==> config.mk <==
export PLATFORM = sky130hd
export DESIGN_NAME = nibble_serial_adder_ctrl
export DESIGN_NICKNAME = d
export VERILOG_FILES = /design/src/rtl/nibble_serial_adder_ctrl.sv
export SDC_FILE = /design/constraint.sdc
export NUM_CORES = 1
export LEC_CHECK = 0
export CORE_AREA = 2 2 81 83
export CTS_CLUSTER_SIZE = 14
export DETAILED_ROUTE_END_ITERATION = 16
export DIE_AREA = 0 0 83 85
export PLACE_DENSITY = 0.76
export SYNTH_ARGS = -nofsm -noshare
export SYNTH_HDL_FRONTEND = slang
export SYNTH_SLANG_ARGS = --single-unit
==> constraint.sdc <==
create_clock -name clk -period 4.2 [get_ports clk]
set_input_delay 0.63 -clock clk [delete_from_list [all_inputs] [get_ports clk]]
set_output_delay 0.63 -clock clk [all_outputs]
set_load 0.01 [all_outputs]
==> src/rtl/nibble_serial_adder_ctrl.sv <==
// nibble_serial_adder_ctrl: WIDTH-bit adder built from one 4-bit ripple slice
// reused over WIDTH/4 cycles, least-significant nibble first. Rev 1.0
`default_nettype none

module ripple_carry_adder_4bit (
  input  logic [3:0] a,
  input  logic [3:0] b,
  input  logic       ci,
  output logic [3:0] s,
  output logic       co
);
  logic [4:0] c;

  assign c[0] = ci;

  for (genvar i = 0; i < 4; i++) begin : g_bit
    assign s[i]   = a[i] ^ b[i] ^ c[i];
    assign c[i+1] = (a[i] & b[i]) | (c[i] & (a[i] ^ b[i]));
  end

  assign co = c[4];
endmodule

module nibble_serial_adder_ctrl #(
  parameter int WIDTH = 16
) (
  input  logic             clk,
  input  logic             rst,
  input  logic             start,
  input  logic [WIDTH-1:0] A,
  input  logic [WIDTH-1:0] B,
  input  logic             CI,
  output logic             busy,
  output logic             done,
  output logic [WIDTH-1:0] S,
  output logic             CO
);
  localparam int NIB = WIDTH / 4;
  localparam int IW  = (NIB > 1) ? $clog2(NIB) : 1;
  localparam logic [IW-1:0] LAST = IW'(NIB - 1);

  if (WIDTH < 4 || (WIDTH % 4) != 0) begin : g_bad_width
    $error("nibble_serial_adder_ctrl: WIDTH must be a multiple of 4 and at least 4");
  end

  typedef enum logic [1:0] {
    ST_IDLE = 2'd0,
    ST_RUN  = 2'd1,
    ST_DONE = 2'd2
  } state_t;

  state_t              state;
  logic [NIB-1:0][3:0] a_q;
  logic [NIB-1:0][3:0] b_q;
  logic [NIB-1:0][3:0] sum_q;
  logic [NIB-1:0][3:0] sum_next;
  logic                carry;
  logic [IW-1:0]       idx;
  logic [3:0]          slice_s;
  logic                slice_co;

  ripple_carry_adder_4bit u_slice (
    .a  (a_q[idx]),
    .b  (b_q[idx]),
    .ci (carry),
    .s  (slice_s),
    .co (slice_co)
  );

  // Completed sum including the nibble being produced this cycle, so the
  // last RUN edge can publish S without an extra cycle.
  always_comb begin
    sum_next      = sum_q;
    sum_next[idx] = slice_s;
  end

  always_ff @(posedge clk or posedge rst) begin
    if (rst) begin
      state <= ST_IDLE;
      busy  <= 1'b0;
      done  <= 1'b0;
      S     <= '0;
      CO    <= 1'b0;
      a_q   <= '0;
      b_q   <= '0;
      sum_q <= '0;
      carry <= 1'b0;
      idx   <= '0;
    end else begin
      case (state)
        ST_IDLE, ST_DONE: begin
          done <= 1'b0;
          if (start) begin
            a_q   <= A;
            b_q   <= B;
            carry <= CI;
            idx   <= '0;
            busy  <= 1'b1;
            state <= ST_RUN;
          end else begin
            busy  <= 1'b0;
            state <= ST_IDLE;
          end
        end
        ST_RUN: begin
          sum_q <= sum_next;
          carry <= slice_co;
          if (idx == LAST) begin
            S     <= sum_next;
            CO    <= slice_co;
            busy  <= 1'b0;
            done  <= 1'b1;
            state <= ST_DONE;
          end else begin
            idx <= idx + 1'b1;
          end
        end
        default: begin
          busy  <= 1'b0;
          done  <= 1'b0;
          state <= ST_IDLE;
        end
      endcase
    end
  end
endmodule

`default_nettype wire

== Word-level counts from Yosys, hierarchy flattened ==
Cells that the tools add are included.
Storage, ports and cells
  register bits: 72
  input bits: 36
  output and inout port bits: 19
  logic and storage cells: 76
Operators by class
  add/sub/neg operators: 1
  magnitude comparators: 2
  equality and inequality tests: 6
  mux-type cells: 20
  bitwise operators: 20
  reductions and logical operators: 8
Operators with widths (count)
  4-bit binary-select mux with 2-bit select: 2
  16-bit bitwise mux: 1
  4-bit 2-to-1 mux: 3
  1-bit AND: 8
  4-bit demux with 2-bit select: 1
  2-bit one-hot mux with 2 select lines: 2
  1-bit XOR: 8
  1-bit 2-to-1 mux: 6
  2-bit 2-to-1 mux: 3
  2-bit inequality test (second input constant): 3
  2-bit AND reduction: 3
  2-bit equality test (second input constant): 2
  1-bit bitwise OR: 4
  1-bit one-hot mux with 2 select lines: 2
  2-bit by 3-bit less-than comparator with 1-bit output (second input constant): 1
  3-bit AND reduction: 1
  2-bit by 1-bit adder with 2-bit output (second input constant): 1
  2-bit by 1-bit equality test with 1-bit output (second input constant): 1
  2-bit by 1-bit >= comparator with 1-bit output (second input constant): 1
  2-bit zero test: 1
  2-bit nonzero test: 1
  2-bit OR reduction: 1
  1-bit logical AND: 1

== Depth between registers and ports, before layout ==
Gate-level depths: netlist of run 1.
  depth after elaboration: 12
  mapped depth: 12
  depth with buffers taken out: 11

== Cells and area by module ==
Synthesis of run 1 repeated with hierarchy kept, for this count alone.
Second synthesis, totals
  cells, all modules: 198
  area, all modules: 3105.5 µm²
Modules (own cells, without submodules)
  nibble_serial_adder_ctrl: instances 1, cells an instance 184, area each 2987.9 µm², seq. area each 1676.6 µm²
  ripple_carry_adder_4bit: instances 1, cells an instance 14, area each 117.6 µm², seq. area each 0.0 µm²

== Worst setup path before layout of run 1 ==
Ideal clock, no wire load.
  path type: register -> register
  start point: register idx[0]
  end point: register S[11]
  library setup time: 0.083 ns
  arrival: 2.820 ns
  data required time: 4.117 ns
  path slack: 1.298 ns
  cell stages (with the launch flop): 13
  period minus slack after synthesis: 2.902 ns
  cells stage by stage: dfrtp_1 buf_6 mux4_2 fa_1 inv_1 fa_1 inv_1 fa_1 inv_1 fa_1 nand2_1 o21ai_0 o21ai_0
On the way
  cells in the longest elaborated chain, start to end: 11
  elaborated cells between the ends (all ways): 26
RTL lines
  start, declared: RTL line 58  | logic [IW-1:0] idx;
  start signal, assigned: RTL line 115  | idx <= idx + 1'b1;
  4-bit binary-select mux with 2-bit select (on tied branches): RTL line 63, 64
  4-bit 2-to-1 mux (on tied branches): RTL line 63, 64
  1-bit XOR: RTL line 18  | assign c[i+1] = (a[i] & b[i]) | (c[i] & (a[i] ^ b[i]));
  1-bit AND: RTL line 18
  1-bit bitwise OR: RTL line 18
  1-bit AND: RTL line 18
  1-bit bitwise OR: RTL line 18
  1-bit AND: RTL line 18
  1-bit bitwise OR: RTL line 18
  1-bit XOR: RTL line 17  | assign s[i] = a[i] ^ b[i] ^ c[i];
  16-bit bitwise mux: RTL line 74  | sum_next[idx] = slice_s;
  end signal, assigned: RTL line 109  | S <= sum_next;
  end, declared: RTL line 35  | output logic [WIDTH-1:0] S,
Parallel ways exist; a longest one is shown, timed or not. The select of a mux whose other input is x is not followed.
A chain may end at the register's enable or synchronous reset.

== Worst setup path after layout of run 1 ==
  start point: register idx[0]
  end point: register S[3]
Same word-level chain as after synthesis.

==> results of run 1 <==
-- final timing paths --
check,from,slack (ns),cells past startpoint,to
max,idx[0],1.12,11,S[3]
max in group asynchronous,rst,2.67,3,b_q[8]
max reg2reg,idx[0],1.12,11,S[3]
min reg2reg,S[1],0.48,2,S[1]
min,S[1],0.48,2,S[1]
min in group asynchronous,rst,0.78,2,S[5]
-- worst max-delay path, cell delays in order, from the launching register on --
cell and delay [ns]:
dfrtp_1 0.49, mux4_2 0.56, fa_1 0.39, inv_1 0.07, fa_1 0.15, inv_1 0.05, fa_1 0.35, inv_1 0.07
fa_1 0.50, nand2_1 0.10, o21ai_0 0.09, o21ai_0 0.16
-- sequential cells by signal, indices dropped and copies added (netlist names) --
| register | flops |
|---|---|
| done | 1 |
| b_q | 16 |
| sum_q | 12 |
| CO | 1 |
| a_q | 16 |
| carry | 1 |
| S | 16 |
| idx | 2 |
| state | 1 |
-- stage by stage --
stage,hold slack (ns),total power [mW]
floorplan,0.444,2.45
global placement,0.459,2.89
detailed placement,0.466,2.94
CTS,0.484,3.44
global route,0.508,3.68
finish,0.478,3.39
-- cell type report --
cell class | instances | share of cell area
multi-input cells | 134 | 0.341
repair buffers | 58 | 0.147
well taps | 77 | 0.0249
inverters | 13 | 0.0126
clock buffers | 14 | 0.0446
clock inverters | 2 | 0.00259
flip-flops and latches | 66 | 0.427
-- where the power goes --
part           internal [mW]  switching [mW]
Sequential             0.954           0.229
Clock                  0.261           0.223
Combinational          0.930           0.794
-- layout by cell type, fill, tap and decap left out, types with 2 or more instances in the layout --
cell,Yosys,routed
mux2i_1,9,9
inv_1,13,12
nand2_1,28,28
nand3b_4,3,3
o21ai_0,24,24
a21oi_1,4,4
clkbuf_8,0,12
ha_1,4,4
buf_4,2,4
dfrtp_1,66,66
clkbuf_1,0,2
mux2_4,29,29
nor2_1,4,4
mux2_2,9,9
a21o_1,2,2
mux4_2,8,8
clkinv_2,0,2
clkdlybuf4s50_1,0,54
fa_1,4,4
-- metal layers --
| layer | share of wire | up-vias | routed length [um] | global-route usage |
|---|---|---|---|---|
| li1 | - | 885 | - | - |
| met1 | 0.46 | 903 | 2590 | 0.242 |
| met2 | 0.48 | 54 | 2690 | 0.281 |
| met3 | 0.042 | 7 | 233 | 0.0418 |
| met4 | 0.014 | 0 | 76 | 0.0581 |
| met5 | 0 | - | 0 | 0 |
-- logic make-up after synthesis --
| logic type | count (synthesis) | share of synthesized area |
|---|---|---|
| AOI/OAI and AO/OA | 30 | 0.0493 |
| xor gates and xnor gates | 1 | 0.00278 |
| adders and majority gates | 8 | 0.0413 |
| buffers and inverters | 27 | 0.0576 |
| DFF | 66 | 0.525 |
| muxes | 55 | 0.256 |
| and+or+nand+nor | 40 | 0.0680 |
==> metrics.csv, run 1 <==
stage,metric,value,unit
sta,fin crit share,0.734,
clock_tree,CTS tree,yes,
die,DIE HEIGHT,85,um
sta,Slew Limit Headroom,0.361,
place,DP Worst Slack,1.12,ns
pwr,Peak VDD IR,0.000527,V
die,# IOs,55,
place,Port Buf Inserts,54,
yosys,syn_nets,271,
clock_tree,CTS Buf Count,9,
cells_and_area,FF+latch area,1650,um2
setup_path,Critical Path AT,3.32,ns
yosys,Post-synth top flop,dfrtp_1,
detailed_routing,number of vias per cell,5.08,
cells_and_area,fillers,498,
outcome,status,"finished, final reports clean",
clock_tree,# H-tree levels,3,
setup_path,worst-path fanout max,7,
clock_tree,clock sink count,66,
die,# rows,29,
die,Initial Util,0.507,
cells_and_area,count of non-filler cells in the finished layout,364,
sta,endpoints failing setup,0,
sta,setup TNS,0,ns
pwr,PwrDens,876,nW/um2
sta,final slew viol count,0,
detailed_routing,DR iter-0 viols,67,
detailed_routing,1st-pass router iterations,4,
sta,fmax,0.325,GHz
yosys,area share of the largest cell type after synthesis,0.525,
detailed_routing,DR vias,1849,
grt,initial antenna violation count,0,
clock_tree,Clock Tree Buf Depth,2,
cells_and_area,"Core Util, Final",0.624,
detailed_routing,Post-route DRC,0,
detailed_routing,routed length per instance,15.3,um
die,core area,6200,um2
cells_and_area,layout cells sized above 1,0.240,
hold_path,Hold/Removal Path Class,register to register,
grt,Overall Global Routing Usage,0.176,
yosys,number of synthesized register bits,66,
yosys,"EDFF count, synth",0,
sta,RSZ-0062 raised after global routing,false,
clock_tree,cts repair resizes,0,
clock_tree,postcts setup bufs,0,
grt,first-pass GRT wire length,9620,um
yosys,largest cells by area after synthesis,"dfrtp_1 (52%), mux2_4 (14%), mux4_2 (5.7%)",
cells_and_area,area growth from synthesis to layout,22.9,%
place,Post-DP HPWL,4080,um
clock_tree,"Clk pin slew, worst setup/hold paths",0.06,ns
yosys,sequential area share after synthesis,0.525,
setup_path,Worst Path Required,4.44,ns
yosys,Syn Std Cell Area,3150,um2
cells_and_area,layout net count,326,
yosys,Post-Syn Area per Cell,13.9,um2
yosys,top-count cell post-synth,dfrtp_1,
cells_and_area,antenna diode count,0,
die,die width,83,um
detailed_routing,Post-Route WL,5590,um
yosys,Post-Syn Instances,227,
cells_and_area,multi-input logic area,1320,um2
clock_tree,clk_lat worst skew,0.34,ns
pwr,P_leak,1.77,nW
sta,final worst slack,1.12,ns
setup_path,crit end category,register,
detailed_routing,ANT nets after route,0,
yosys,Post-synth top cells,"dfrtp_1 (66), mux2_4 (29), nand2_1 (28)",
grt,largest net degree at the start of global routing,42,
yosys,yosys warns,0,
yosys,Synth cell types,25,
sta,Tmin final,3.08,ns
clock_tree,# hold bufs at CTS,0,
clock_tree,clock tree root driver cell,clkbuf_8,
sta,Worst-Margin Slew,0.955,ns
place,placed cells,348,
setup_path,Critical Path Source Type,register,
place,placed cell areas,3690,um2
die,Die ar.,7060,um2
grt,vias in the first global route,1878,
place,RD Place Congestion,0.760,
yosys,cell taking the most area after synthesis,dfrtp_1,
grt,grt ovf,0,
sta,Final Skew,0.00724,ns
run,max_cap viols,0,
yosys,Async SR Flop Fraction,1.00,
setup_path,kind of critical path,register to register,
sta,Hold Fails Final Rpt,0,
cells_and_area,"Design Area, Final",3870,um2
Note: power is estimated with default switching activity, not from simulation.
==> run 2: changes to the inputs <==
==> constraint.sdc (replaced) <==
create_clock -name clk -period 2.9 [get_ports clk]
set_input_delay 0.435 -clock clk [delete_from_list [all_inputs] [get_ports clk]]
set_output_delay 0.435 -clock clk [all_outputs]
set_load 0.01 [all_outputs]
==> run 2 against run 1 <==
  * Combinational power up 63%
  * Clock-buffer cell count is the same
  * Global-route usage is 0.067 points higher
  * Cell count rose by 1.4%
  * Hold slack better by 0.0015 ns
  * Clock skew shrank 0.0015 ns
  * Die area is the same
  * Setup slack got worse by 1.0 ns
==> metrics.csv, run 2 (same netlist as run 1, synthesis figures left out) <==
stage,metric,value,unit,change
place,RD Place Congestion,0.780,,was 0.760
place,Post-DP HPWL,4120,um,was 4080 um
cells_and_area,"commonest cells after routing, fill and taps aside","dfrtp_1 (65), clkdlybuf4s50_1 (54), mux2_4 (29)",,"was dfrtp_1 (66), clkdlybuf4s50_1 (54), mux2_4 (29)"
outcome,status,"finished, final reports clean",,unchanged
die,die width,83,um,unchanged
pwr,PwrDens,1330,nW/um2,was 876 nW/um2
clock_tree,CTS tree,yes,,unchanged
cells_and_area,antenna diode count,0,,unchanged
cells_and_area,"Core Util, Final",0.638,,was 0.624
detailed_routing,Post-Route WL,5590,um,about the same
sta,fin crit share,0.973,,was 0.734
setup_path,crit end category,register,,unchanged
clock_tree,"Clk pin slew, worst setup/hold paths",0.07,ns,was 0.06 ns
clock_tree,# H-tree levels,3,,unchanged
sta,Final Skew,0.00569,ns,was 0.00724 ns
cells_and_area,layout net count,331,,was 326
clock_tree,clock sink count,66,,unchanged
die,Initial Util,0.507,,unchanged
grt,initial antenna violation count,0,,unchanged
setup_path,kind of critical path,register to register,,unchanged
setup_path,Critical Path AT,3.07,ns,was 3.32 ns
die,core area,6200,um2,unchanged
sta,RSZ-0062 raised after global routing,true,,was false
clock_tree,clock tree root driver cell,clkbuf_8,,unchanged
detailed_routing,ANT nets after route,0,,unchanged
clock_tree,# hold bufs at CTS,0,,unchanged
detailed_routing,DR iter-0 viols,146,,was 67
detailed_routing,routed length per instance,15.1,um,was 15.3 um
detailed_routing,number of vias per cell,5.14,,was 5.08
sta,setup TNS,0,ns,unchanged
cells_and_area,area growth from synthesis to layout,25.8,%,was 22.9%
grt,first-pass GRT wire length,9690,um,was 9620 um
sta,Hold Fails Final Rpt,0,,unchanged
setup_path,worst path bufs/invs,3,,unchanged
setup_path,"most used cell, CP",fa_2,,was fa_1
die,DIE HEIGHT,85,um,unchanged
pwr,P_leak,1.80,nW,was 1.77 nW
setup_path,Top delay family on crit path,adder cells,,unchanged
die,# rows,29,,unchanged
run,max_cap viols,0,,unchanged
detailed_routing,DR vias,1895,,was 1849
pwr,Peak VDD IR,0.000765,V,was 0.000527 V
detailed_routing,Post-route DRC,0,,unchanged
grt,grt ovf,0,,unchanged
cells_and_area,registers with the most flip-flops,"S: 16 flops, a_q: 16 flops, b_q: 16 flops",,unchanged
detailed_routing,1st-pass router iterations,4,,unchanged
sta,Slew Limit Headroom,0.513,,was 0.361
setup_path,worst-path fanout max,6,,was 7
hold_path,Hold/Removal Path Class,register to register,,unchanged
clock_tree,CTS Buf Count,9,,unchanged
die,Die ar.,7060,um2,unchanged
cells_and_area,fillers,478,,was 498
cells_and_area,layout cells sized above 1,0.277,,was 0.240
clock_tree,clk_lat worst skew,0.33,ns,was 0.34 ns
grt,Overall Global Routing Usage,0.177,,was 0.176
setup_path,Worst Path Required,3.15,ns,was 4.44 ns
die,# IOs,55,,unchanged
place,Port Buf Inserts,54,,unchanged
sta,Tmin final,2.82,ns,was 3.08 ns
grt,vias in the first global route,2021,,was 1878
sta,fmax,0.354,GHz,was 0.325 GHz
grt,largest net degree at the start of global routing,35,,was 42
setup_path,worst path cell trace,mux4_2 -> fa_2 -> inv_2 -> fa_2 -> inv_2 -> fa_2 -> inv_2 -> fa_2 -> nand2_1 -> o21ai_1 -> o21ai_1,,was mux4_2 -> fa_1 -> inv_1 -> fa_1 -> inv_1 -> fa_1 -> inv_1 -> fa_1 -> nand2_1 -> o21ai_0 -> o21ai_0
setup_path,Critical Path Max Stage Delay,0.52,ns,was 0.56 ns
sta,endpoints failing setup,0,,unchanged
setup_path,Critical Path Source Type,register,,unchanged
setup_path,Worst path slowest cell,mux4_2,,unchanged
clock_tree,Clock Tree Buf Depth,2,,unchanged
sta,final slew viol count,0,,unchanged
sta,Worst-Margin Slew,0.730,ns,was 0.955 ns
cells_and_area,"commonest non-fill, non-tap cell in the layout",dfrtp_1,,unchanged
[run 2: cell types whose count changed in the layout (fill, tap and decap cells not counted), sizes merged]
cell / change
buf: +5
clkinv: -1
bufinv: +1
[run 2: what timing repair did]
| action | 4_1_cts | 5_1_grt |
|---|---|---|
| buffers inserted | 2 | 0 |
| resized for setup | 5 | 9 |
| endpoints found under the setup margin | 4 | 6 |
| pin swaps | 1 | 4 |
[run 2: through the flow]
step / cells / setup WS [ns] / total power [mW] / hold WS, ns / instance area (um2)
after global routing: 369 / -0.0451 / 5.70 / 0.517 / 3960
after CTS: 369 / 0.00264 / 5.27 / 0.482 / 3950
final: 369 / 0.0783 / 5.26 / 0.480 / 3960
after floorplan: 227 / 0.00703 / 3.56 / 0.444 / 3150
after global placement: 351 / 0.00310 / 4.26 / 0.456 / 3740
after detailed placement: 351 / -0.153 / 4.37 / 0.466 / 3740
[run 2: worst paths after layout]
check                               to  slack [ns]  cells after the start    from
worst min register to register    S[1]        0.48                      2    S[1]
worst max register to register    S[7]        0.08                     11  idx[0]
min in group asynchronous         S[6]        0.54                      2     rst
max in group asynchronous       b_q[8]        1.73                      3     rst
worst min-delay path              S[1]        0.48                      2    S[1]
worst max-delay path              S[7]        0.08                     11  idx[0]
[run 2: area by class of cell]
type / instances / area (um2) / area share
clock buffers: 14 / 163 / 0.0411
clock inverters: 2 / 35.0 / 0.00885
inverters: 13 / 48.8 / 0.0123
multi-input cells: 134 / 1330 / 0.336
flip-flops and latches: 66 / 1650 / 0.418
well taps: 77 / 96.3 / 0.0243
repair buffers: 63 / 633 / 0.160
[run 2: where the power goes]
part	leakage (nW)	internal [mW]	total (mW)	switching [mW]
sequential	0.796	1.38	1.68	0.295
combinational	0.902	1.53	2.81	1.28
clock	0.101	0.444	0.769	0.325
total	1.80	3.36	5.26	1.90
[run 2: metal layers]
layer,vias up,routed length (um),global-route usage
met5,-,0,0
li1,902,-,-
met1,923,2560,0.230
met2,57,2610,0.276
met3,13,269,0.0457
met4,0,142,0.0939
[run 2: worst register-to-register path, cell delays in order (launching register included)]
cell and delay (ns):
dfrtp_2 0.40, mux4_2 0.52, fa_2 0.37, inv_2 0.06
fa_2 0.18, inv_2 0.04, fa_2 0.33, inv_2 0.06
fa_2 0.48, nand2_1 0.09, o21ai_1 0.07, o21ai_1 0.14
==> run 3: changes to the inputs <==
--- a/config.mk
+++ b/config.mk
@@ -10,6 +10,7 @@
 export DETAILED_ROUTE_END_ITERATION = 16
 export DIE_AREA = 0 0 83 85
 export PLACE_DENSITY = 0.76
+export SKIP_CTS_REPAIR_TIMING = 1
 export SYNTH_ARGS = -nofsm -noshare
 export SYNTH_HDL_FRONTEND = slang
 export SYNTH_SLANG_ARGS = --single-unit
==> constraint.sdc (replaced) <==
create_clock -name clk -period 2.7 [get_ports clk]
set_input_delay 0.405 -clock clk [delete_from_list [all_inputs] [get_ports clk]]
set_output_delay 0.405 -clock clk [all_outputs]
set_load 0.01 [all_outputs]
==> run 3 against run 2 <==
  * The flow now finishes with violations (setup timing)
  * Hold slack lost 0.021 ns
  * Routed wire length grew 4.0%
  * Largest cell class unchanged
  * Core utilization shrank 0.081 points
==> metrics.csv, run 3 (same netlist as run 1, synthesis figures left out) <==
stage,metric,value,unit,change
die,# rows,29,,unchanged
detailed_routing,DR iter-0 viols,64,,was 146
clock_tree,clk_lat worst skew,0.34,ns,was 0.33 ns
hold_path,Hold/Removal Path Class,input port to async pin,,was register to register
setup_path,worst-case reg-to-reg path depth,11,,unchanged
grt,Overall Global Routing Usage,0.173,,was 0.177
cells_and_area,"commonest cells after routing, fill and taps aside","dfrtp_1 (65), clkdlybuf4s50_1 (54), mux2_4 (29)",,unchanged
detailed_routing,Post-route DRC,0,,unchanged
setup_path,Critical Path Source Type,register,,unchanged
sta,RSZ-0062 raised after global routing,true,,unchanged
place,RD Place Congestion,0.814,,was 0.780
die,# IOs,55,,unchanged
sta,Worst-Margin Slew,0.619,ns,was 0.730 ns
die,Initial Util,0.507,,unchanged
die,DIE HEIGHT,85,um,unchanged
clock_tree,clock tree root driver cell,clkbuf_8,,unchanged
detailed_routing,ANT nets after route,0,,unchanged
clock_tree,# H-tree levels,3,,unchanged
detailed_routing,DR vias,1891,,was 1895
cells_and_area,area growth from synthesis to layout,25.6,%,was 25.8%
setup_path,worst-path fanout max,7,,was 6
place,placed cells,356,,was 351
clock_tree,Clock Tree Buf Depth,2,,unchanged
detailed_routing,Post-Route WL,5810,um,was 5590 um
sta,final slew viol count,0,,unchanged
detailed_routing,routed length per instance,15.5,um,was 15.1 um
place,Port Buf Inserts,54,,unchanged
sta,Final Skew,0.0100,ns,was 0.00569 ns
sta,fin crit share,1.03,,was 0.973
grt,largest net degree at the start of global routing,38,,was 35
cells_and_area,antenna diode count,0,,unchanged
clock_tree,clock sink count,66,,unchanged
die,die width,83,um,unchanged
pwr,PwrDens,1420,nW/um2,was 1330 nW/um2
die,core area,6200,um2,unchanged
sta,endpoints failing setup,7,,was 0
cells_and_area,multi-input logic area,1330,um2,about the same
cells_and_area,layout cells sized above 1,0.293,,was 0.277
grt,grt ovf,0,,unchanged
clock_tree,CTS Buf Count,9,,unchanged
die,Die ar.,7060,um2,unchanged
cells_and_area,registers with the most flip-flops,"S: 16 flops, a_q: 16 flops, b_q: 16 flops",,unchanged
sta,final worst slack,-0.0861,ns,was 0.0783 ns
place,Post-DP HPWL,4180,um,was 4120 um
cells_and_area,"commonest non-fill, non-tap cell in the layout",dfrtp_1,,unchanged
sta,Slew Limit Headroom,0.587,,was 0.513
outcome,status,"complete, but fails checks",,"was finished, final reports clean"
detailed_routing,1st-pass router iterations,4,,unchanged
outcome,failing checks,setup timing,,
cells_and_area,FF+latch area,1650,um2,unchanged
grt,initial antenna violation count,0,,unchanged
setup_path,kind of critical path,register to register,,unchanged
sta,Tmin final,2.79,ns,was 2.82 ns
clock_tree,"Clk pin slew, worst setup/hold paths",0.07,ns,about the same
sta,Hold Fails Final Rpt,0,,unchanged
pwr,overall power,5.61,mW,was 5.26 mW
grt,vias in the first global route,1954,,was 2021
pwr,Peak VDD IR,0.000860,V,was 0.000765 V
cells_and_area,layout net count,336,,was 331
detailed_routing,number of vias per cell,5.06,,was 5.14
clock_tree,CTS tree,yes,,unchanged
cells_and_area,fillers,488,,was 478
setup_path,crit end category,register,,unchanged
pwr,P_leak,1.81,nW,was 1.80 nW
setup_path,Critical Path AT,3.05,ns,was 3.07 ns
cells_and_area,count of non-filler cells in the finished layout,374,,was 369
sta,fmax,0.359,GHz,was 0.354 GHz
grt,first-pass GRT wire length,9490,um,was 9690 um
run,max_cap viols,0,,unchanged
setup_path,Worst Path Required,2.96,ns,was 3.15 ns
run 3: cell types whose count changed in the layout (fill, tap and decap cells not counted), sizes merged:
| cell | change |
|---|---|
| bufinv | -1 |
| clkinv | +2 |
| clkbuf | -1 |
| buf | +5 |
run 3: stage by stage:
step | cell area (um2) | worst slack, ns | utilization | TNS, ns | hold slack [ns]
2_1_floorplan | 3160 | -0.144 | - | -0.670 | 0.449
3_3_place_gp | 3770 | -0.110 | 0.608 | -0.359 | 0.458
3_5_place_dp | 3770 | -0.155 | 0.608 | -0.682 | 0.469
4_1_cts | 3930 | -0.182 | 0.634 | -0.873 | 0.463
5_1_grt | 3950 | -0.214 | 0.637 | -1.23 | 0.478
6_report | 3950 | -0.0861 | 0.637 | -0.366 | 0.458
run 3: cell type report:
| type | count | area share |
|---|---|---|
| Sequential cell | 66 | 0.418 |
| Multi-Input combinational cell | 134 | 0.337 |
| Timing Repair Buffer | 68 | 0.166 |
| Clock buffer | 13 | 0.0377 |
| Tap cell | 77 | 0.0244 |
| Inverter | 13 | 0.0123 |
| Clock inverter | 3 | 0.00380 |
run 3: final timing paths:
kind / start / to / slack [ns]
worst min-delay path: rst / S[14] / 0.46
max in group asynchronous: rst / idx[0] / 1.84
worst max-delay path: idx[0] / S[3] / -0.09
worst max register to register: idx[0] / S[3] / -0.09
min in group clk: S[4] / S[4] / 0.48
worst min register to register: S[4] / S[4] / 0.48
run 3: power breakdown:
part	internal, mW	total [mW]	switching (mW)
Combinational	1.68	3.09	1.41
Sequential	1.49	1.80	0.319
Clock	0.355	0.713	0.358
run 3: layer usage:
| layer | GRT usage | wire [um] |
|---|---|---|
| met1 | 0.222 | 2590 |
| met2 | 0.275 | 2810 |
| met3 | 0.0623 | 363 |
| met4 | 0.0626 | 49 |
| met5 | 0 | 0 |
run 3: worst max-delay path: stages, from the launching register on:
cell,delay [ns]
dfrtp_2,0.41
mux4_2,0.53
fa_2,0.37
inv_2,0.06
fa_2,0.18
inv_2,0.04
fa_2,0.32
inv_2,0.06
fa_2,0.49
nand2_1,0.09
o21ai_1,0.06
o21ai_1,0.12
